--- config.mk ---
export PLATFORM = sky130hd
export DESIGN_NAME = instruction_queue
export DESIGN_NICKNAME = d
export VERILOG_FILES = /design/src/rtl/instruction_queue.sv
export SDC_FILE = /design/constraint.sdc
export NUM_CORES = 1
export LEC_CHECK = 0
export ABC_AREA = 1
export BUFFER_PORTS_ARGS = -buffer_cell sky130_fd_sc_hd__buf_2
export CAP_MARGIN = 20
export CORE_UTILIZATION = 29
export CTS_CLUSTER_SIZE = 28
export DETAILED_ROUTE_END_ITERATION = 12
export SYNTH_ARGS = -nofsm -noshare
export SYNTH_HDL_FRONTEND = slang
export SYNTH_SLANG_ARGS = --single-unit
export TNS_END_PERCENT = 50
--- constraint.sdc ---
create_clock -name clk -period 5.6 [get_ports clk]
set_input_delay 0.28 -clock clk [delete_from_list [all_inputs] [get_ports clk]]
set_output_delay 0.28 -clock clk [all_outputs]
set_load 0.05 [all_outputs]
--- src/rtl/instruction_queue.sv ---
// Show-ahead instruction/PC FIFO between fetch and decode/dispatch.
// The head entry is presented combinationally and zeroed whenever the queue is empty.
module instruction_queue #(
  parameter int DEPTH  = 4,
  parameter int INST_W = 32,
  parameter int PC_W   = 32,
  localparam int AW    = $clog2(DEPTH),
  localparam int CW    = AW + 1
) (
  input  logic              clk,
  input  logic              rst_n,
  input  logic              flush,
  input  logic              push_valid,
  output logic              push_ready,
  input  logic [INST_W-1:0] push_inst,
  input  logic [PC_W-1:0]   push_pc,
  output logic              pop_valid,
  input  logic              pop_ready,
  output logic [INST_W-1:0] pop_inst,
  output logic [PC_W-1:0]   pop_pc,
  output logic [6:0]        pop_opcode,
  output logic [CW-1:0]     count,
  output logic              empty,
  output logic              full
);

  // Handshakes: a transfer fires on a cycle where valid && ready are both high at
  // the rising edge; the sender holds its payload stable while valid is high and
  // ready is low. Ready/valid here depend on registered count only.

  logic [INST_W-1:0] mem_inst [DEPTH];
  logic [PC_W-1:0]   mem_pc   [DEPTH];
  logic [AW-1:0]     wp;
  logic [AW-1:0]     rp;
  logic              push_fire;
  logic              pop_fire;

  assign empty      = (count == '0);
  assign full       = (count == CW'(DEPTH));
  assign push_ready = !full;
  assign pop_valid  = !empty;
  assign push_fire  = push_valid && push_ready;
  assign pop_fire   = pop_valid && pop_ready;

  always_ff @(posedge clk or negedge rst_n) begin
    if (!rst_n) begin
      wp    <= '0;
      rp    <= '0;
      count <= '0;
    end else if (flush) begin
      wp    <= '0;
      rp    <= '0;
      count <= '0;
    end else begin
      if (push_fire) wp <= wp + 1'b1;
      if (pop_fire)  rp <= rp + 1'b1;
      if (push_fire && !pop_fire)      count <= count + 1'b1;
      else if (pop_fire && !push_fire) count <= count - 1'b1;
    end
  end

  // Storage is deliberately left unreset; outputs are gated by empty.
  always_ff @(posedge clk) begin
    if (push_fire && !flush) begin
      mem_inst[wp] <= push_inst;
      mem_pc[wp]   <= push_pc;
    end
  end

  always_comb begin
    pop_inst   = '0;
    pop_pc     = '0;
    pop_opcode = '0;
    if (!empty) begin
      pop_inst   = mem_inst[rp];
      pop_pc     = mem_pc[rp];
      pop_opcode = mem_inst[rp][6:0];
    end
  end

endmodule
==> results.toml <==
[synthesis]
syn_nets = 901
ys_seq_elements = 263
syn_inst = 827
synth-async-reset-ratio_pct = 2.662
yosys.cell_types.count = 23
synth_edf_count = 256
synth_ff_type = "sky130_fd_sc_hd__edfxtp_1"
yosysWarningCount = 0
netlist_area_sq_mm = 0.01041
synth.avg_cell_area_sq_um = 12.59
synth_sequential_area_ratio_pct = 75.49

[critical_path]
timing_worst_setup_path_type = "flip-flop to output pin"
startpoint_type = "flip-flop"
worst_r2r_path_depth = 7
crit_path_max_fanout = 76
worstSetupPathDepth = 5
cp_slowest_stage_delay_ns = 0.86
count_of_buffer_and_inverter_cells_on_the_critical_path = 3
slowest_stage = "sky130_fd_sc_hd__dfrtp_4"
timing.critical_path.cells = "clkinv_2 -> buf_4 -> o21ai_0 -> a21oi_1 -> buf_2"
worst_path_dominant_cell_family = "buffers and inverters"
crit_path_end_kind = "output pin"
worstPathRequired_ns = 5.32
cp.arrival_ns = 3.53

[power_and_ir_drop]
total_power_w = 0.007185
worst_ir_drop_vdd_mv = 0.3772
total_power_per_unit_cell_area_mw_per_mm2 = 550.0
power.leakage_nw = 4.728

[timing]
report.final.hold_viol_count = 0
maxSlewViolCount = 0
pin_slew_with_the_least_headroom_to_its_limit_ns = 1.043
max_slew_margin_pct = 30.31
timing.setup.tns_ns = 0
max_freq_mhz = 262.6
postLayoutSetupSlackWorst_ns = 1.792
unrepaired_setup_endpoints_after_global_routing = "false"
clock-skew-final_ns = 0.009703
period_utilization_pct = 67.99
setup_violations = 0
period_minus_slack_ns = 3.808

[layout]
area.sequential_sq_mm = 0.007868
antenna_cells = 0
num-fill-cells = 3447
finish.net_count = 1098
flow.area_growth_from_synthesis_pct = 25.43
fraction_of_final_layout_cells_with_drive_strength_greater_than_1_pct = 19.71
multiInputGateArea_sq_mm = 0.002198

[clock_network]
clk_latency_ns = 0.53
cts_max_level = 1
cts_buffers = 29
clock-root-buffer = "sky130_fd_sc_hd__clkbuf_16"
clk_pin_slew_ns = 0.06
cts_tree = "yes"
clock_sinks = 263
cts.path.max_buffers = 3

[die]
fp_rows = 69
floorplan.die.width_microns = 191.5
num_io_pins = 147
initial_utilization_pct = 29.35
die-area_sq_mm = 0.03668
design.core.area_sq_mm = 0.03548
die-height_microns = 191.5

[status]
status = "completed"

[placed_design]
place.gp.congestion = 0.6875
buffer_ports.inserted = 146
dp_hpwl_mm = 13.56
pre_cts_ws_ns = 2.246

[hold_path]
min_path_cells = 4
holdCritPathClass = "input port to flip-flop"

[global_routing]
grt_start_max_net_pins = 77
grt_overflow_total = 0
first_global_vias = 6632
antenna_found_initial = 0
grt_use_total_pct = 13.39
wire_length_of_the_first_global_routing_pass_mm = 37.76

[detailed_routing]
drt-initial-drc-count = 362
antenna_left = 0
detailedRoute.firstPassIterationCount = 4
route.vias.total = 6823
totalWireLength_mm = 25.07
viasPerCell = 4.546
drc = 0
avgRoutedWirePerCell_microns = 16.70

[job]
maxCapViolations = 0
==> worst reg2reg max path, cell delays in order (launching register included) <==
cell and delay [ns]:
sky130_fd_sc_hd__dfrtp_1 0.40, sky130_fd_sc_hd__nor2_1 0.09, sky130_fd_sc_hd__nand2_1 0.11, sky130_fd_sc_hd__nand2_2 0.09
sky130_fd_sc_hd__inv_1 0.16, sky130_fd_sc_hd__nand2_1 0.26, sky130_fd_sc_hd__nor2_4 0.76, sky130_fd_sc_hd__buf_4 0.71
==> synth_stat cells, types with 4 or more instances <==
library cell,instances,area [sq um]
sky130_fd_sc_hd__nor2_1,261,979.7
sky130_fd_sc_hd__edfxtp_1,256,7687
sky130_fd_sc_hd__o21ai_0,128,640.6
sky130_fd_sc_hd__a21oi_1,67,335.3
sky130_fd_sc_hd__buf_4,22,165.2
sky130_fd_sc_hd__inv_1,16,60.06
sky130_fd_sc_hd__nand2_1,15,56.30
sky130_fd_sc_hd__buf_2,13,65.06
sky130_fd_sc_hd__clkbuf_1,13,48.80
sky130_fd_sc_hd__buf_1,7,26.28
sky130_fd_sc_hd__dfrtp_1,7,175.2
sky130_fd_sc_hd__ha_1,4,50.05
==> cell usage in the layout, fill, tap and decap left out <==
cell / count
sky130_fd_sc_hd__a21oi_1: 67
sky130_fd_sc_hd__a21oi_2: 1
sky130_fd_sc_hd__buf_12: 2
sky130_fd_sc_hd__buf_2: 146
sky130_fd_sc_hd__buf_4: 9
sky130_fd_sc_hd__bufinv_16: 2
sky130_fd_sc_hd__clkbuf_1: 7
sky130_fd_sc_hd__clkbuf_16: 29
sky130_fd_sc_hd__clkinv_1: 5
sky130_fd_sc_hd__clkinv_2: 3
sky130_fd_sc_hd__clkinv_4: 1
sky130_fd_sc_hd__dfrtp_1: 5
sky130_fd_sc_hd__dfrtp_2: 1
sky130_fd_sc_hd__dfrtp_4: 1
sky130_fd_sc_hd__dlygate4sd3_1: 65
sky130_fd_sc_hd__edfxtp_1: 256
sky130_fd_sc_hd__fa_1: 1
sky130_fd_sc_hd__ha_1: 4
sky130_fd_sc_hd__inv_1: 14
sky130_fd_sc_hd__inv_2: 2
sky130_fd_sc_hd__inv_6: 2
sky130_fd_sc_hd__nand2_1: 15
sky130_fd_sc_hd__nand2_2: 2
sky130_fd_sc_hd__nand3_1: 3
sky130_fd_sc_hd__nand4_1: 3
sky130_fd_sc_hd__nor2_1: 257
sky130_fd_sc_hd__nor2_4: 4
sky130_fd_sc_hd__o21ai_0: 128
sky130_fd_sc_hd__o21ai_1: 3
sky130_fd_sc_hd__o21bai_1: 1
sky130_fd_sc_hd__xnor2_1: 1
==> cell families after synthesis <==
| family | Yosys count | synth area share (%) |
|---|---|---|
| simple gates | 284 | 10.39 |
| flops | 263 | 75.49 |
| compound gates | 200 | 9.671 |
| buf+inv | 74 | 3.688 |
| fa+ha+maj | 5 | 0.6728 |
| xor+xnor | 1 | 0.08411 |
==> area by class of cell <==
cell class                      count  share of cell area (%)
Clock inverter                     11                  0.8524
Clock buffer                       36                   5.756
Timing Repair Buffer              222                   11.40
Multi-Input combinational cell    490                   16.83
Sequential cell                   263                   60.22
Tap cell                          461                   4.415
Inverter                           18                  0.5268
==> sequential cells by signal, indices dropped and copies added, names as in the netlist <==
name / count
rp: 2
wp: 2
mem_inst: 128
count: 3
mem_pc: 128
==> metal layers <==
| metal | vias to the layer above | track usage (%) | share of wire (%) |
|---|---|---|---|
| li1 | 3293 | - | - |
| met1 | 3322 | 16.69 | 43 |
| met2 | 167 | 23.70 | 51 |
| met3 | 41 | 2.258 | 4.3 |
| met4 | 0 | 3.816 | 2.5 |
| met5 | - | 0 | 0 |
==> through the flow <==
stage / cells / area (sq um) / hold slack (ns) / util, %
after floorplan: 827 / 10420 / -0.01559 / -
final: 1501 / 13060 / 0.02772 / 36.82
after global placement: 1388 / 11530 / 0.1305 / 32.49
after detailed placement: 1389 / 11550 / 0.1299 / 32.55
after CTS: 1501 / 13060 / 0.001426 / 36.82
after global routing: 1501 / 13060 / 0.01663 / 36.82
==> final timing paths <==
check	startpoint	endpoint	slack (ns)
max	rp[0]	pop_inst[11]	1.79
min	flush	count[1]	0.03
max reg2reg	count[0]	mem_inst[1][21]	2.62
min reg2reg	count[1]	count[1]	0.61
max in group asynchronous	rst_n	rp[0]	5.25
min in group asynchronous	rst_n	count[1]	0.16
==> repair_timing <==
action / 4_1_cts / 5_1_grt
resized for setup: 0 / 0
buffers inserted: 0 / 0
hold endpoints to repair: 263 / 0
hold buffers: 65 / 0
==> power by group <==
group / internal [W] / leakage (nW) / switching, W
Clock: 0.00103 / 0.421 / 0.000722
Sequential: 0.00230 / 2.41 / 0.0000824
Combinational: 0.000597 / 1.89 / 0.00245
Total: 0.00393 / 4.73 / 0.00326
No activity file was read; power rests on OpenSTA's default activity.
